==> config.mk <==
export PLATFORM = sky130hd
export DESIGN_NAME = hyp_seq_ctrl_flat
export DESIGN_NICKNAME = d
export VERILOG_FILES = /design/src/rtl/hyp_seq_ctrl_if.sv /design/src/rtl/hyp_seq_ctrl.sv /design/src/flat_wrapper.sv
export SDC_FILE = /design/constraint.sdc
export NUM_CORES = 1
export LEC_CHECK = 0
export BUFFER_PORTS_ARGS = -buffer_cell sky130_fd_sc_hd__buf_2
export CORE_MARGIN = 2
export CORE_UTILIZATION = 50
export CTS_CLUSTER_DIAMETER = 80
export DETAILED_ROUTE_END_ITERATION = 8
export GPL_ROUTABILITY_DRIVEN = 0
export GPL_TIMING_DRIVEN = 0
export HOLD_SLACK_MARGIN = 0.15
export PLACE_DENSITY = 0.67
export SYNTH_ARGS = -nofsm -noshare
export SYNTH_HDL_FRONTEND = slang
export SYNTH_SLANG_ARGS = --single-unit
==> constraint.sdc <==
create_clock -name clk -period 7.55 [get_ports clk]
set_input_delay 0.755 -clock clk [delete_from_list [all_inputs] [get_ports clk]]
set_output_delay 0.755 -clock clk [all_outputs]
set_load 0.1 [all_outputs]
==> src/rtl/hyp_seq_ctrl_if.sv <==
// Handshake/data bundle for hyp_seq_ctrl: the master side issues start with
// operands and an enable, the slave side (the sequencer) reports busy/done/result.
interface hyp_seq_ctrl_if;
  logic       ena;
  logic       start;
  logic [7:0] x;
  logic [7:0] y;
  logic       busy;
  logic       done;
  logic [8:0] result;

  modport master (output ena, start, x, y, input busy, done, result);
  modport slave  (input ena, start, x, y, output busy, done, result);
endinterface

==> src/rtl/hyp_seq_ctrl.sv <==
// hyp_seq_ctrl: sequential hypotenuse, result = sqrt(x*x + y*y).
// Squares are built with one shared shift-add accumulator (8 edges each),
// then a 9-step restoring square root runs on the 17-bit sum.
// Optional macro HYP_ROUND_EN: round the root to nearest instead of floor.
//
// state | meaning
// IDLE  | waiting for start; operands captured on acceptance
// SQX   | accumulate x*x, one bit of x per enabled edge (LSB first)
// SQY   | accumulate y*y, then add it to the sum
// SQRT  | restoring square root, test bit 1<<16 down to 1<<0
// DONE  | result valid, done high for this one cycle
module hyp_seq_ctrl (
  input  logic          clk,
  input  logic          rst_n,
  hyp_seq_ctrl_if.slave bus
);

  typedef enum logic [2:0] {IDLE, SQX, SQY, SQRT, DONE} state_t;

  state_t      state, state_nxt;
  logic [7:0]  x_reg, y_reg;
  logic [3:0]  cnt;
  logic [15:0] acc;
  logic [16:0] sum;
  logic [17:0] root;
  logic [8:0]  res_reg;

  logic [7:0]  mul_op;
  logic [15:0] addend;
  logic [15:0] acc_nxt;
  logic [17:0] tbit;
  logic [17:0] trial;
  logic        fits;
  logic [16:0] rem_nxt;
  logic [17:0] root_nxt;
  logic [8:0]  res_fin;

  // Shift-add step for the operand being squared, plus one root iteration.
  always_comb begin
    mul_op   = (state == SQY) ? y_reg : x_reg;
    addend   = mul_op[cnt[2:0]] ? (16'(mul_op) << cnt[2:0]) : 16'd0;
    acc_nxt  = acc + addend;
    tbit     = 18'd1 << (5'd16 - {cnt, 1'b0});
    trial    = root + tbit;
    fits     = ({1'b0, sum} >= trial);
    rem_nxt  = fits ? (sum - trial[16:0]) : sum;
    root_nxt = fits ? ((root >> 1) + tbit) : (root >> 1);
`ifdef HYP_ROUND_EN
    // Remainder above the root means sqrt lies at or beyond root + 0.5.
    res_fin  = root_nxt[8:0] + (({1'b0, rem_nxt} > root_nxt) ? 9'd1 : 9'd0);
`else
    res_fin  = root_nxt[8:0];
`endif
  end

  // State register; ena=0 freezes the sequence.
  always_ff @(posedge clk or negedge rst_n) begin
    if (!rst_n)       state <= IDLE;
    else if (bus.ena) state <= state_nxt;
  end

  // Next-state decode; start is only looked at in IDLE.
  always_comb begin
    state_nxt = state;
    case (state)
      IDLE:    if (bus.start)   state_nxt = SQX;
      SQX:     if (cnt == 4'd7) state_nxt = SQY;
      SQY:     if (cnt == 4'd7) state_nxt = SQRT;
      SQRT:    if (cnt == 4'd8) state_nxt = DONE;
      DONE:                     state_nxt = IDLE;
      default:                  state_nxt = IDLE;
    endcase
  end

  // Datapath: operand capture, accumulator, sum/remainder, root and result.
  always_ff @(posedge clk or negedge rst_n) begin
    if (!rst_n) begin
      x_reg   <= '0;
      y_reg   <= '0;
      cnt     <= '0;
      acc     <= '0;
      sum     <= '0;
      root    <= '0;
      res_reg <= '0;
    end else if (bus.ena) begin
      case (state)
        IDLE: if (bus.start) begin
          x_reg <= bus.x;
          y_reg <= bus.y;
          cnt   <= '0;
          acc   <= '0;
          sum   <= '0;
          root  <= '0;
        end
        SQX: if (cnt == 4'd7) begin
          sum <= {1'b0, acc_nxt};
          acc <= '0;
          cnt <= '0;
        end else begin
          acc <= acc_nxt;
          cnt <= cnt + 4'd1;
        end
        SQY: if (cnt == 4'd7) begin
          sum <= sum + {1'b0, acc_nxt};
          acc <= '0;
          cnt <= '0;
        end else begin
          acc <= acc_nxt;
          cnt <= cnt + 4'd1;
        end
        SQRT: begin
          sum  <= rem_nxt;
          root <= root_nxt;
          if (cnt == 4'd8) begin
            res_reg <= res_fin;
            cnt     <= '0;
          end else begin
            cnt <= cnt + 4'd1;
          end
        end
        default: ;
      endcase
    end
  end

  assign bus.busy   = (state != IDLE);
  assign bus.done   = (state == DONE);
  assign bus.result = res_reg;

endmodule

==> src/flat_wrapper.sv <==
// flat-port wrapper written by rule: the top's interface ports become plain ports
module hyp_seq_ctrl_flat 
  (clk, rst_n, bus_ena, bus_start, bus_x, bus_y, bus_busy, bus_done, bus_result);
  hyp_seq_ctrl_if bus_i ();
  input  logic clk;
  input  logic rst_n;
  input wire logic [$bits(bus_i.ena)-1:0] bus_ena;
  input wire logic [$bits(bus_i.start)-1:0] bus_start;
  input wire logic [$bits(bus_i.x)-1:0] bus_x;
  input wire logic [$bits(bus_i.y)-1:0] bus_y;
  output wire logic [$bits(bus_i.busy)-1:0] bus_busy;
  output wire logic [$bits(bus_i.done)-1:0] bus_done;
  output wire logic [$bits(bus_i.result)-1:0] bus_result;
  assign bus_i.ena = bus_ena;
  assign bus_i.start = bus_start;
  assign bus_i.x = bus_x;
  assign bus_i.y = bus_y;
  assign bus_busy = bus_i.busy;
  assign bus_done = bus_i.done;
  assign bus_result = bus_i.result;
  hyp_seq_ctrl u_core (.clk(clk), .rst_n(rst_n), .bus(bus_i));
endmodule
==> results.txt <==
The flow ran to the end, and the final reports show no timing, DRC or antenna violations. The count of final setup violators came out at 0. The flip-flop count of the largest register after layout is 18. For the pin with the worst max-slew slack, the measured transition is 0.874 ns. The class of the tightest hold or removal check is input port to async pin. The register containing the most flip-flops in the final layout is u_core.root. The area of the core region came out at 0.0146 mm^2. 0 antenna diodes ended up in the layout. The number of input and output port buffers inserted came out at 30.

Summing all flip-flop and latch instances after layout gives 0.00208 mm^2. The largest registers in the layout are u_core.root: 18 flops, u_core.sum: 17 flops, u_core.acc: 16 flops. The area of the multi-input gates is 0.00518 mm^2. The number of detailed-routing iterations run before antenna repair came out at 5.

CTS built an H-tree with a depth of 3. The via count of the first global-routing pass came out at 6451. A synthesized cell averages 8.37 um^2. The number of cells on the worst reg-to-reg path is 24. The initial antenna violation count was 0. The final worst-path setup slack is 0.434 ns. The number of cell rows came out at 44. The height of the die came out at 126 um. The number of DRC markers after the initial detailed-route iteration is 368.

The register bit total from synthesis came out at 83. CTS placed an instance of sky130_fd_sc_hd__clkbuf_16 at the clock tree root. The die covers 0.0159 mm^2.

The critical path's slowest cell is sky130_fd_sc_hd__or4b_4. The critical-path maximum fanout came out at 10. For this run, the post-layout net count is 1033.

The number of cells produced by synthesis is 893. The worst-case setup slack after placement came out at -0.110 ns. The achievable clock frequency came out at 141 MHz. In the global route stage, overall resource usage came out at 25.1%.

The worst-case clock buffer depth is 2. The final clock period utilization by the worst path came out at 94.3%. The clock transition at the register clock pins on the worst setup and hold paths after CTS is 0.07 ns.

The async set-or-reset flop fraction in the synthesized netlist is 100%. The number of distinct library cells after synthesis is 67. The most frequent standard cell in the layout excluding fill and tap cells is sky130_fd_sc_hd__nand2_1. Yosys mapped a number of flops with a built-in enable equal to 0. TritonCTS built the clock tree.

The width of the die is 126 um. The final critical delay including setup and external delays is 7.12 ns. The pin count of the biggest net entering global routing is 57. The routed length per placed instance is 17.3 um. Among cell families on the critical path, the largest total delay comes from simple AND/OR/NAND/NOR gates. After synthesis, the cell types taking the most area are sky130_fd_sc_hd__dfrtp_1 (28%), sky130_fd_sc_hd__ha_1 (13%), sky130_fd_sc_hd__o21ai_0 (5.1%), sky130_fd_sc_hd__nand2_1 (4.7%), sky130_fd_sc_hd__nor2_1 (4.7%).

The first global-routing pass estimated 32600 um of wire. The number of design rule violations left after detail routing came out at 0. The number of vias per cell came out at 6.00. The stage delay of the slowest cell on the critical path is 0.60 ns. For the worst-skew pair, the clock arrives at the later sink with an insertion delay of 0.36 ns. The post-DP HPWL came out at 15100 um. Global routing finished with a remaining overflow of 0. The data arrival at the endpoint of the critical path is 7.40 ns.

The required time at the endpoint of the critical path is 7.83 ns. The initial standard-cell utilization of the core is 51.2%. The critical path goes through nand2b_2 -> nor2_2 -> clkbuf_2 -> mux2i_1 -> nor2_1 -> o31ai_2 -> nor2_1 -> nor2_2 -> nor2_1 -> ha_1 -> o21a_1 -> a2111o_1 -> o2111ai_4 -> or4b_4 -> or4b_4 -> nor4_1 -> xnor2_1 -> a21oi_1 -> ha_1 -> nand3_1 -> a41o_1 -> or3_1 -> a2111o_1 -> o21ai_2. The clock buffer count from CTS is 9. The critical path buffer and inverter count came out at 1. The kind of start point of the critical path is a register. Wires add up to 19400 um.

The count of endpoints failing hold in the final timing report was 0. Fill cells in the final layout number 1384. The type of destination of the critical path is a register. In the synthesized netlist the dominant register cell turns out to be sky130_fd_sc_hd__dfrtp_1. The maximum clock skew at final layout is 0.00912 ns.

The post-route netlist has 10.1% of its cells at a drive strength greater than 1. The number of sinks driven by the clock tree is 83. Counting buffers and inverters, the worst setup path is 24 cells deep. The total standard cell area after synthesis is 0.00747 mm^2. The number of slew-limit violations in the final report is 0. The number of top-level pins is 31. The worst pin sits at a relative slew slack of 40.2%. The top cell type by total area after synthesis is sky130_fd_sc_hd__dfrtp_1. The cts-stage hold buffer count is 0. In the layout the commonest cells are sky130_fd_sc_hd__nand2_1 (94), sky130_fd_sc_hd__nor2_1 (92), sky130_fd_sc_hd__dfrtp_1 (83), sky130_fd_sc_hd__o21ai_0 (76), sky130_fd_sc_hd__ha_1 (76).

The sequential fraction of the synthesis area is 27.8%. The layout-stage area growth over the synthesis result came out at 10.1%. The setup path with the least slack is of type register to register. The number of nets still failing antenna checks after routing is 0. The net count after synthesis is 991. The dominant cell type by count on the critical path is sky130_fd_sc_hd__nor2_1. The count of max-cap constraint violations came out at 0. Setup repair after global routing left no endpoint under its margin. The number of warning messages in the yosys log is 0.

The number of vias after detailed routing is 6744. The share of synthesized area in the top cell type comes to 27.8%.
## repair_timing
| action | 4_1_cts | 5_1_grt |
|---|---|---|
| setup buffers | 0 | 0 |
| resized for setup | 1 | 5 |
| setup endpoints to repair | 1 | 4 |
| endpoints found under the hold margin | 0 | 0 |
## path summary, 6_finish.rpt
| path | startpoint | end | slack [ns] |
|---|---|---|---|
| worst min register to register | u_core.bus.result[0] | u_core.bus.result[0] | 0.47 |
| min in group clk | u_core.bus.result[0] | u_core.bus.result[0] | 0.47 |
| max in group asynchronous | rst_n | u_core.y_reg[2] | 6.56 |
| worst max register to register | u_core.state[2] | u_core.sum[16] | 0.43 |
| worst max-delay path | u_core.state[2] | u_core.sum[16] | 0.43 |
| worst min-delay path | rst_n | u_core.sum[12] | 0.35 |
## through the flow
stage / area, um^2 / setup TNS [ns] / std cells / utilization (%) / hold slack, ns
finish: 8230 / 0 / 1124 / 56.4 / 0.349
global route: 8230 / 0 / 1124 / 56.4 / 0.375
CTS: 8210 / 0 / 1124 / 56.3 / 0.359
detailed placement: 7880 / -0.110 / 1108 / 54.0 / 0.466
global placement: 7850 / -0.0655 / 1107 / 53.8 / 0.457
floorplan: 7470 / 0 / 893 / - / 0.455
## kinds of logic after synthesis
| logic type | Yosys count | share of synthesized area, % |
|---|---|---|
| muxes | 39 | 5.54 |
| buffers and inverters | 58 | 3.05 |
| xor gates and xnor gates | 63 | 7.38 |
| and+or+nand+nor | 310 | 19.7 |
| DFF | 83 | 27.8 |
| AOI/OAI and AO/OA | 262 | 23.3 |
| adders and majority gates | 78 | 13.3 |
## metal layers
metal	GRT usage, %	wire [um]	up-vias
met1	37.3	9880	3227
met4	7.69	300	0
li1	-	-	3357
met2	38.7	8590	136
met3	2.46	668	24
met5	0	0	-
## layout make-up
cell class	count	share of cell area, %
tap	184	2.80
timing repair buffer	31	2.19
buffer	34	1.69
inverter	24	1.10
clock buffer	9	2.74
multi-input combinational	752	63.0
sequential	83	25.3
clock inverter	7	1.20
## Yosys cell counts, types with 3 or more instances
cell type	count
sky130_fd_sc_hd__nand2_1	94
sky130_fd_sc_hd__nor2_1	94
sky130_fd_sc_hd__dfrtp_1	83
sky130_fd_sc_hd__ha_1	76
sky130_fd_sc_hd__o21ai_0	76
sky130_fd_sc_hd__a21oi_1	48
sky130_fd_sc_hd__xnor2_1	34
sky130_fd_sc_hd__clkbuf_1	30
sky130_fd_sc_hd__xor2_1	29
sky130_fd_sc_hd__inv_1	22
sky130_fd_sc_hd__a31oi_1	21
sky130_fd_sc_hd__mux2i_1	20
sky130_fd_sc_hd__mux2_2	19
sky130_fd_sc_hd__nor3_1	19
sky130_fd_sc_hd__nand3_1	18
sky130_fd_sc_hd__nor2b_1	14
sky130_fd_sc_hd__a22o_1	13
sky130_fd_sc_hd__and2_1	13
sky130_fd_sc_hd__a211oi_1	11
sky130_fd_sc_hd__a221oi_1	11
sky130_fd_sc_hd__nand2b_1	11
sky130_fd_sc_hd__o211ai_1	11
sky130_fd_sc_hd__a21o_1	10
sky130_fd_sc_hd__and3_1	9
sky130_fd_sc_hd__or3_1	9
sky130_fd_sc_hd__nand4_1	8
sky130_fd_sc_hd__o21a_1	6
sky130_fd_sc_hd__o21bai_1	6
sky130_fd_sc_hd__a31o_2	5
sky130_fd_sc_hd__o2111ai_1	5
sky130_fd_sc_hd__o31ai_1	5
sky130_fd_sc_hd__a21boi_0	4
sky130_fd_sc_hd__nor4_1	4
sky130_fd_sc_hd__or2_2	4
sky130_fd_sc_hd__nand3b_1	3
sky130_fd_sc_hd__nor3b_1	3
sky130_fd_sc_hd__o22ai_1	3
Power is not shown: default switching activity piles up to over one toggle a cycle in this logic, so the estimate is an artifact.
